## src/rtl/piso_serializer.sv

```systemverilog
// -----------------------------------------------------------------------------
// piso_serializer
//
// Parallel-in / serial-out stage feeding the 1-bit din input of the serial
// pattern-detector FSMs. A WIDTH-bit word is accepted on a valid/ready
// handshake and shifted out one bit per clock. An optional idle gap of
// GAP_CYCLES cycles follows each word. The final bit of every word is flagged
// on `last`.
//
// Handshake: a word transfers at a posedge where load_valid && load_ready are
// both 1 (load_ready is already forced low while rst==0). load_ready never
// depends on load_valid. Once load_valid is raised, upstream holds it and
// load_data stable until the transfer edge. load_data is sampled only on that
// edge.
//
// Parameters
//   WIDTH       word width in bits (2..32)
//   MSB_FIRST   1: word[WIDTH-1] goes out first, 0: word[0] goes out first
//   GAP_CYCLES  idle cycles inserted after each word (0..15)
//   IDLE_BIT    level on dout whenever no data bit is being driven
//
// Ports
//   clk         system clock, all logic on posedge
//   rst         synchronous reset, active low
//   load_valid  upstream word valid
//   load_data   upstream word
//   load_ready  combinational: a word can be accepted this cycle
//   dout        registered serial bit (detector din)
//   dout_valid  registered: dout carries a data bit
//   last        registered: dout carries the word's final bit
//   busy        registered: state is SHIFT or GAP
//   dbg_state   current FSM state encoding (0 IDLE, 1 SHIFT, 2 GAP)
// -----------------------------------------------------------------------------
module piso_serializer #(
  parameter int   WIDTH      = 8,
  parameter int   MSB_FIRST  = 1,
  parameter int   GAP_CYCLES = 0,
  parameter logic IDLE_BIT   = 1'b0
) (
  input  logic             clk,
  input  logic             rst,
  input  logic             load_valid,
  input  logic [WIDTH-1:0] load_data,
  output logic             load_ready,
  output logic             dout,
  output logic             dout_valid,
  output logic             last,
  output logic             busy,
  output logic [1:0]       dbg_state
);

  typedef enum logic [1:0] {
    ST_IDLE  = 2'd0,
    ST_SHIFT = 2'd1,
    ST_GAP   = 2'd2
  } state_t;

  localparam int            CW       = (WIDTH > 1) ? $clog2(WIDTH) : 1;
  localparam logic [CW-1:0] LAST_CNT = CW'(WIDTH - 1);
  // Only meaningful when GAP_CYCLES > 0; GAP is unreachable otherwise.
  localparam logic [3:0]    GAP_LAST = 4'(GAP_CYCLES - 1);
  localparam logic          HAS_GAP  = (GAP_CYCLES > 0);

  state_t          r_state;
  logic [WIDTH-1:0] r_shreg;
  logic [CW-1:0]   r_bit_cnt;
  logic [3:0]      r_gap_cnt;
  logic            r_dout;
  logic            r_dout_valid;
  logic            r_last;
  logic            r_busy;

  logic            w_load_ready;
  logic            w_xfer;
  logic            w_bit_last;
  logic [CW-1:0]   w_bit_cnt_nxt;

  // Bit that leaves the word next, honouring the configured order.
  function automatic logic head_bit(input logic [WIDTH-1:0] d);
    if (MSB_FIRST != 0) return d[WIDTH-1];
    else                return d[0];
  endfunction

  // Word with its head bit consumed, so the next bit sits at the head.
  function automatic logic [WIDTH-1:0] advance(input logic [WIDTH-1:0] d);
    if (MSB_FIRST != 0) return d << 1;
    else                return d >> 1;
  endfunction

  assign w_bit_last    = (r_bit_cnt == LAST_CNT);
  assign w_bit_cnt_nxt = r_bit_cnt + 1'b1;

  // Accepting during the final bit cycle (gapless only) lets the next word's
  // first bit follow immediately, giving a continuous bitstream.
  assign w_load_ready = rst &&
                        ((r_state == ST_IDLE) ||
                         ((r_state == ST_SHIFT) && w_bit_last && !HAS_GAP));
  assign w_xfer       = load_valid && w_load_ready;

  always_ff @(posedge clk) begin
    if (!rst) begin
      r_state      <= ST_IDLE;
      r_shreg      <= '0;
      r_bit_cnt    <= '0;
      r_gap_cnt    <= '0;
      r_dout       <= IDLE_BIT;
      r_dout_valid <= 1'b0;
      r_last       <= 1'b0;
      r_busy       <= 1'b0;
    end else if (w_xfer) begin
      // The head bit is registered straight onto dout, so it appears the
      // cycle after the handshake; the register keeps the remaining bits.
      r_state      <= ST_SHIFT;
      r_shreg      <= advance(load_data);
      r_bit_cnt    <= '0;
      r_gap_cnt    <= '0;
      r_dout       <= head_bit(load_data);
      r_dout_valid <= 1'b1;
      r_last       <= 1'b0;
      r_busy       <= 1'b1;
    end else begin
      case (r_state)
        ST_IDLE: begin
          r_dout       <= IDLE_BIT;
          r_dout_valid <= 1'b0;
          r_last       <= 1'b0;
          r_busy       <= 1'b0;
        end

        ST_SHIFT: begin
          if (w_bit_last) begin
            r_dout       <= IDLE_BIT;
            r_dout_valid <= 1'b0;
            r_last       <= 1'b0;
            r_bit_cnt    <= '0;
            r_gap_cnt    <= '0;
            if (HAS_GAP) begin
              r_state <= ST_GAP;
              r_busy  <= 1'b1;
            end else begin
              r_state <= ST_IDLE;
              r_busy  <= 1'b0;
            end
          end else begin
            r_dout       <= head_bit(r_shreg);
            r_shreg      <= advance(r_shreg);
            r_bit_cnt    <= w_bit_cnt_nxt;
            r_dout_valid <= 1'b1;
            r_last       <= (w_bit_cnt_nxt == LAST_CNT);
            r_busy       <= 1'b1;
          end
        end

        ST_GAP: begin
          r_dout       <= IDLE_BIT;
          r_dout_valid <= 1'b0;
          r_last       <= 1'b0;
          if (r_gap_cnt == GAP_LAST) begin
            r_state   <= ST_IDLE;
            r_gap_cnt <= '0;
            r_busy    <= 1'b0;
          end else begin
            r_gap_cnt <= r_gap_cnt + 4'd1;
            r_busy    <= 1'b1;
          end
        end

        default: begin
          r_state      <= ST_IDLE;
          r_bit_cnt    <= '0;
          r_gap_cnt    <= '0;
          r_dout       <= IDLE_BIT;
          r_dout_valid <= 1'b0;
          r_last       <= 1'b0;
          r_busy       <= 1'b0;
        end
      endcase
    end
  end

  assign load_ready = w_load_ready;
  assign dout       = r_dout;
  assign dout_valid = r_dout_valid;
  assign last       = r_last;
  assign busy       = r_busy;
  assign dbg_state  = r_state;

endmodule

```

## config.mk

```make
export PLATFORM = sky130hd
export DESIGN_NAME = piso_serializer
export DESIGN_NICKNAME = d
export VERILOG_FILES = /design/src/rtl/piso_serializer.sv
export SDC_FILE = /design/constraint.sdc
export NUM_CORES = 1
export LEC_CHECK = 0
export CAP_MARGIN = 20
export CORE_UTILIZATION = 48
export CTS_BUF_LIST = sky130_fd_sc_hd__clkbuf_8
export DETAILED_ROUTE_END_ITERATION = 12
export HOLD_SLACK_MARGIN = 0.1
export PLACE_DENSITY = 0.9
export SYNTH_ARGS = -nofsm -noshare
export SYNTH_HDL_FRONTEND = slang
export SYNTH_SLANG_ARGS = --single-unit
```

## constraint.sdc

```tcl
create_clock -name clk -period 1.77 [get_ports clk]
set_input_delay 0.177 -clock clk [delete_from_list [all_inputs] [get_ports clk]]
set_output_delay 0.177 -clock clk [all_outputs]
set_load 0.02 [all_outputs]
```

# Word level (Yosys, flattened, before mapping)
# Index checks and enable logic that the tools add are counted.
# op_classes
addsub	2
multipliers	0
n_div	0
magnitude_cmp	0
n_eq_ne	11
shift	0
mux	21
n_bitwise	3
n_reduce_logical	13
# op_table
operator	n
$mux W8	3
$pmux W4 S3	1
$mux W1	9
$mux W4	2
$ne A2 B2 Y1 const B	4
$eq A3 B3 Y1 const B	2
$ne A3 B3 Y1 const B	2
$pmux W2 S3	1
$pmux W3 S2	1
$reduce_and A3 Y1	2
$add A4 B1 Y4 const B	1
$eq A4 B4 Y1 const B	1
$mux W2	2
$reduce_and A2 Y1	2
$reduce_or A2 Y1	2
$reduce_or A4 Y1	1
$add A3 B1 Y3 const B	1
$logic_and A1 B1 Y1	3
$mux W3	1
$not A1 Y1	3
$eq A2 B1 Y1 const B	1
$eq A2 B2 Y1 const B	1
$logic_not A2 Y1	1
$pmux W1 S2	1
other kinds (2)	2
# totals
reg_bits	20
latchBits	0
ramBits	0
rom_bits	0
input_bits	11
out_inout_bits	7
word_cells	59
n_memories	0

# Logic depth before layout (Yosys ltp)
# Gate-level depths: netlist of the first run.
# logic_depth
word_depth	7
ltp_mapped	6
mapped_depth_nobuf	5

# Worst setup path after synthesis of the first run
# Ideal clock, no wire load.
# synth_path
path_type	reg-to-reg
start	register r_bit_cnt[0]
end	register r_shreg[1]
setup_time_ns	0.121
arrival_ns	1.172
required_ns	1.649
setup_slack_ns	0.477
stages_incl_launch_ff	6
n_path_buf	0
period_less_slack_ns	1.293
cell_sequence	dfxtp_1 ha_1 ha_1 nand2b_4 and2_4 nor2b_4
# synth_between
elab_chain_len	7
elab_cells_between_ends	9
classes_between	eq/ne: 2; mux: 1; reduce/logical: 6
# synth_lines
element	line_no	source
start, declared	66	logic [CW-1:0] r_bit_cnt;
start signal, assigned	147	r_bit_cnt <= w_bit_cnt_nxt;
$eq A3 B3 Y1 (*)	90	assign w_bit_last = (r_bit_cnt == LAST_CNT);
$logic_and A1 B1 Y1 (*)	97	((r_state == ST_SHIFT) && w_bit_last && !HAS_GAP));
$logic_or A1 B1 Y1 (*)	96	((r_state == ST_IDLE) ||
$logic_and A1 B1 Y1 (*)	95	assign w_load_ready = rst &&
net load_ready	44	output logic load_ready,
$logic_and A1 B1 Y1 (*)	98	assign w_xfer = load_valid && w_load_ready;
$ne A2 B2 Y1 (no source line) / $reduce_bool A2 Y1 (equally long branches)	-	
$reduce_and A2 Y1 (no source line)	-	
end signal, assigned	114	r_shreg <= advance(load_data);
end signal, assigned	146	r_shreg <= advance(r_shreg);
end, declared	65	logic [WIDTH-1:0] r_shreg;
# Mark *: on every way through the listed nets, which the timed path passes. The rest lies on a longest branch.
# A chain may end at the register's enable or synchronous reset.

# Worst setup path in the final report of the first run
# layout_path
start	register r_bit_cnt[0]
end	output port load_ready
# layout_between
elab_chain_len	4
# layout_lines
element	line_no
$eq A3 B3 Y1	90
$logic_and A1 B1 Y1	97
$logic_or A1 B1 Y1	96
$logic_and A1 B1 Y1	95
end, declared	44
# Every way passes these cells.

==> flow_summary.yaml, run 1 <==
synth:
  syn_avg_cell_area_sq_um: 10.14
  synth_top_family_by_area: "compound AO/OA/AOI/OAI gates"
  yosysSeqAreaShare_pct: 41.87
  yosys_warnings: 0
  synth-compound-area-share_pct: 19.07
  ys_ff_latch: 14
  syn-cell-area_sq_um: 669.4
  yosys.area_share.simple_pct: 14.39
  synthAdderAreaFrac_pct: 5.607
  synthCells: 66
  syn_nets: 80
  synthMuxAreaShare_pct: 10.47
  synth-xor-area-share_pct: 0
  yosys.cell_types.count: 23
setup_path:
  timing.rr.start: "r_bit_cnt[0]"
  r2r_cells: 6
  path_class: "reg -> out"
  critPathLaunchType: "register"
  reg2reg_setup_slack_ns: 0.39
  r2r-end: "r_shreg[6]"
  critPathArrivalTime_ns: 1.53
  required_ns: 1.59
  cp_max_fo: 3
  worstSetupEndpointType: "output pin"
worst_hold_path:
  hold_path_depth: 2
  hp-start: "r_shreg[7]"
  hold_end: "dout"
  hp-class: "reg -> reg"
global_routing:
  grt_pass1_wl_mm: 1.662
  grt_remaining_overflow: 0
  antenna_found_initial: 0
  grt_pass1_vias: 406
  grt_start_max_net_pins: 16
  grt_use_total_pct: 17.02
floorplan:
  num_rows: 13
  dieArea_sq_um: 1548
  coreArea_sq_um: 1301
  die_height_um: 39.35
  start_util_pct: 51.44
  die_w_um: 39.35
  ios: 18
timing:
  min_period_ns: 1.705
  rsz0062_at_grt: "no"
  finalCritPeriodShare_pct: 96.32
  slew_viol_final: 0
  hold_viol: 0
  whs_ns: 0.4764
  finClkSkew_ns: 0.003453
  fmax_ghz: 0.5865
  finalSetupTns_ns: 0
  setup_viol: 0
clocking:
  cts_hold_buf: 0
  clock_sinks: 14
  cts_root_buf: "clkbuf_8"
  h-tree-depth: 1
  cts_tree: "done"
  cts_resized: 1
  clk_pin_slew_ns: 0.05
  clk_latency_ns: 0.24
  post_cts_buffers: 0
  cts_buffer_depth: 2
  cts_inserted_buffers: 3
layout:
  drive_gt1_share_pct: 19.05
  nFillCells: 107
  fin_util_pct: 67.40
  synthToLayoutAreaGrowth_pct: 31.03
  nets: 100
  n_antenna_cell: 0
power_and_ir_drop:
  ir_drop_v: 0.0004765
  p_sw_uw: 167.5
  sw_frac_of_total_pct: 23.27
  comb_power_share_pct: 17.1
  p_leak_uw: 0.0003646
  pwr_density_cell_nw_per_um2: 820.8
  p_int_uw: 552.4
  seqPwrFrac_pct: 48.1
  p_clk_share_pct: 34.8
  finalPower_uw: 719.9
detailed_routing:
  drc: 0
  num_vias: 495
  wire_per_inst_um: 10.96
  wl_mm: 1.085
  drt_iter0_drc: 0
  detail-route-antenna-nets: 0
  vias_per_cell: 5.000
  drt_first_pass_iters: 1
place:
  dp_hpwl_um: 820.9
  portBuffers: 16
  gp_congestion: 0.7386
run_status:
  status: "complete, no violations"
run:
  maxCapViolCount: 0
[kinds of logic (layout without fill, tap and decap cells)]
kind of cell             Yosys count  in the layout
AO/OA/AOI/OAI                     20             20
adder cells (fa/ha/maj)            3              3
buffers and inverters              7             25
flip-flops                        14             14
multiplexers                       7              7
other                              1              1
AND/OR/NAND/NOR                   14             14
[state kept, by name, summed over array words and instances (netlist names)]
register	cells
dout_valid	1
r_shreg	7
dout	1
dbg_state	1
last	1
r_bit_cnt	3
[power by group through the flow]
stage	Clock [uW]	Sequential, uW	Combinational [uW]
floorplan	0	359	73.9
global placement	0	352	122
detailed placement	0	354	124
CTS	263	347	124
global route	280	349	133
finish	251	346	123
[area by class of cell]
type	instances	area (sq um)	share of cell area, %
Multi-Input combinational cell	45	335.3	38.23
Sequential cell	14	280.3	31.95
Timing Repair Buffer	21	197.7	22.54
Clock buffer	3	41.29	4.708
Tap cell	15	18.77	2.140
Inverter	1	3.754	0.4280
[how the worst max path moves through the flow]
stage / startpoint / end / slack (ns) / cells past startpoint
after floorplan: r_bit_cnt[0] / r_shreg[1] / 0.48 / 5
after global placement: rst / load_ready / 0.03 / 3
after detailed placement: rst / load_ready / 0.04 / 3
after CTS: r_bit_cnt[0] / load_ready / 0.02 / 5
after global routing: r_bit_cnt[0] / load_ready / 0.02 / 5
final: r_bit_cnt[0] / load_ready / 0.07 / 5
[per-layer routing]
layer / routed length, um / global-route usage, %
met1: 491 / 19.10
met2: 515 / 27.92
met3: 70 / 10.23
met4: 8 / 2.586
met5: 0 / 0
[layout by cell type, fill, tap and decap left out, drive strengths merged]
master	Yosys	final
mux2i	7	7
nor3	1	1
nor2	2	2
o21a	4	4
conb	1	1
inv	1	1
clkbuf	0	3
and2b	1	1
nand2b	1	1
nor3b	2	2
nand2	2	2
a21boi	1	1
o21ai	6	6
clkdlybuf4s50	0	15
buf	6	5
and2	1	1
nand3	2	2
nor2b	2	2
ha	3	3
clkdlybuf4s15	0	1
a21oi	9	9
dfxtp	14	14
[worst max-delay path, stage by stage, from the launching register on]
cell and delay, ns:
dfxtp_1 0.32, ha_1 0.20, ha_1 0.20, nand2b_4 0.14, and2_4 0.15, clkdlybuf4s15_1 0.28
[synthesized netlist by cell type]
cell	number	area [sq um]
mux2i_1	7	70.07
inv_1	1	3.750
nor2b_1	1	6.260
nor3_1	1	5.000
and2b_2	1	8.760
and2_4	1	8.760
nor2_1	2	7.510
nor3b_1	2	15.01
o21ai_0	3	15.01
o21ai_2	3	26.28
o21a_1	4	30.03
a21boi_2	1	11.26
ha_1	3	37.54
nand2_1	2	7.510
buf_2	1	5.000
nor2b_4	1	13.76
conb_1	1	3.750
a21oi_1	9	45.04
buf_4	3	22.52
buf_6	2	22.52
nand3_1	2	10.01
nand2b_4	1	13.76
dfxtp_1	14	280.3
[through the flow]
stage,setup slack [ns],area [sq um],cells
CTS,0.01569,875.8,99
finish,0.06510,877.1,99
global placement,0.03282,835.8,96
detailed placement,0.04346,835.8,96
floorplan,0.4771,669.4,66
global route,0.01549,877.1,99
No activity file was read; power rests on OpenSTA's default activity.
==> inputs of run 2 (changes only) <==
--- a/config.mk
+++ b/config.mk
@@ -8,3 +8,4 @@
 export CAP_MARGIN = 20
-export CORE_UTILIZATION = 48
+export CORE_ASPECT_RATIO = 1.4
+export CORE_UTILIZATION = 30
 export CTS_BUF_LIST = sky130_fd_sc_hd__clkbuf_8
@@ -12,3 +13,3 @@
 export HOLD_SLACK_MARGIN = 0.1
-export PLACE_DENSITY = 0.9
+export PLACE_DENSITY = 0.65
 export SYNTH_ARGS = -nofsm -noshare
--- a/constraint.sdc
+++ b/constraint.sdc
@@ -3,2 +3,2 @@
 set_output_delay 0.177 -clock clk [all_outputs]
-set_load 0.02 [all_outputs]
+set_load 0.1 [all_outputs]
==> flow_summary.yaml, run 2 (synthesis results as in run 1) <==
global_routing:
  grt_start_max_net_pins: 16
  grt_pass1_wl_mm: 2.090
  grt_use_total_pct: 11.64
  grt_pass1_vias: 509
  antenna_found_initial: 0
  grt_remaining_overflow: 0
floorplan:
  ios: 18
  start_util_pct: 33.13
  die_w_um: 41.92
  coreArea_sq_um: 2021
  num_rows: 19
  dieArea_sq_um: 2427
  die_height_um: 57.89
layout:
  final_common_cell: "dfxtp_1"
  multi_input_area_sq_um: 335.3
  nets: 98
  largest_reg_flops: 7
  top_regs: "r_shreg: 7 flops, r_bit_cnt: 3 flops"
  nFillCells: 202
  drive_gt1_share_pct: 26.51
  seq_area_sq_um: 281.5
  synthToLayoutAreaGrowth_pct: 33.64
  n_antenna_cell: 0
  largest_register: "r_shreg"
  final_cell_mix: "dfxtp_1, clkdlybuf4s50_1, a21oi_1"
setup_path:
  crit_family: "adder cells"
  path_common_cell: "ha_1"
  cp_num_buf_inv: 1
  cp_max_fo: 4
  path_class: "reg -> out"
  required_ns: 1.59
  critPathLaunchType: "register"
  cp_slowest_cell: "dfxtp_1"
  max_stage_delay_ns: 0.32
  critPathArrivalTime_ns: 1.47
  worstSetupEndpointType: "output pin"
  path_cells: "ha_1 > ha_1 > nand2b_4 > and2_4 > buf_12"
timing:
  min_period_ns: 1.646
  hold_viol: 0
  finalCritPeriodShare_pct: 92.98
  finClkSkew_ns: 0.001067
  finalSetupTns_ns: 0
  rsz0062_at_grt: "no"
  whs_ns: 0.4680
  slew_viol_final: 0
  setup_ws_ns: 0.1243
  fmax_ghz: 0.6076
  setup_viol: 0
clocking:
  clk_pin_slew_ns: 0.06
  cts_hold_buf: 0
  clk_latency_ns: 0.25
  cts_inserted_buffers: 3
  cts_root_buf: "clkbuf_8"
  clock_sinks: 14
  h-tree-depth: 1
  cts_tree: "done"
  cts_buffer_depth: 2
detailed_routing:
  drc: 0
  drt_first_pass_iters: 2
  detail-route-antenna-nets: 0
  num_vias: 496
  wire_per_inst_um: 10.97
  drt_iter0_drc: 2
  wl_mm: 1.141
  vias_per_cell: 4.769
place:
  portBuffers: 16
  pre_cts_ws_ns: 0.2725
  gp_congestion: 0.6769
  dp_hpwl_um: 819.7
worst_hold_path:
  hp-class: "reg -> reg"
power_and_ir_drop:
  ir_drop_v: 0.0005281
  p_leak_uw: 0.0003776
  pwr_density_cell_nw_per_um2: 940.8
run_status:
  status: "complete, no violations"
run:
  maxCapViolCount: 0
[run 2: changes by cell type in the layout (fill, tap and decap cells not counted), sizes merged]
cell           delta
buf               +4
clkbuf            +1
clkdlybuf4s15     -1
clkdlybuf4s50     -5
[run 2: path summary, 6_finish.rpt]
| kind | start | to | slack, ns | cells past startpoint |
|---|---|---|---|---|
| worst max-delay path | r_bit_cnt[0] | load_ready | 0.12 | 5 |
| worst min-delay path | r_shreg[7] | dout | 0.47 | 2 |
| worst max register to register | r_bit_cnt[0] | r_shreg[6] | 0.38 | 6 |
| worst min register to register | r_shreg[7] | dout | 0.47 | 2 |
[run 2: worst min-delay path, delay by kind of cell, from the launching register on]
kind	cells	cell delay (ns)
compound gates	1	0.05
flops	1	0.31
simple gates	1	0.07
[run 2: metal layers]
| layer | wire (um) | global-route usage, % | share of wire (%) |
|---|---|---|---|
| met3 | 54 | 2.804 | 4.7 |
| met1 | 462 | 12.62 | 40 |
| met4 | 44 | 9.677 | 3.9 |
| met5 | 0 | 0 | 0 |
| met2 | 580 | 18.97 | 51 |
[run 2: where the power goes]
part	internal, uW	switching [uW]
registers	336	14.1
logic	70.9	107
clock network	197	116
total	604	238
[run 2: cell type report]
class,instances,area share [%]
Timing Repair Buffer,19,21.54
Tap cell,21,2.937
Clock buffer,4,6.154
Multi-Input combinational cell,45,37.48
Sequential cell,14,31.47
Inverter,1,0.4196
[run 2: timing repair]
action	in CTS	in global routing
resized for setup	0	0
endpoints found under the setup margin	1	0
setup buffers	1	0
[run 2: stage by stage]
step	area (sq um)	power, uW	util (%)	cells
6_report	894.6	841.6	44.27	104
4_1_cts	894.6	856.8	44.27	104
5_1_grt	894.6	881.6	44.27	104
2_1_floorplan	670.6	486.8	-	66
3_5_place_dp	832.0	534.2	41.18	99
3_3_place_gp	832.0	532.1	41.18	99
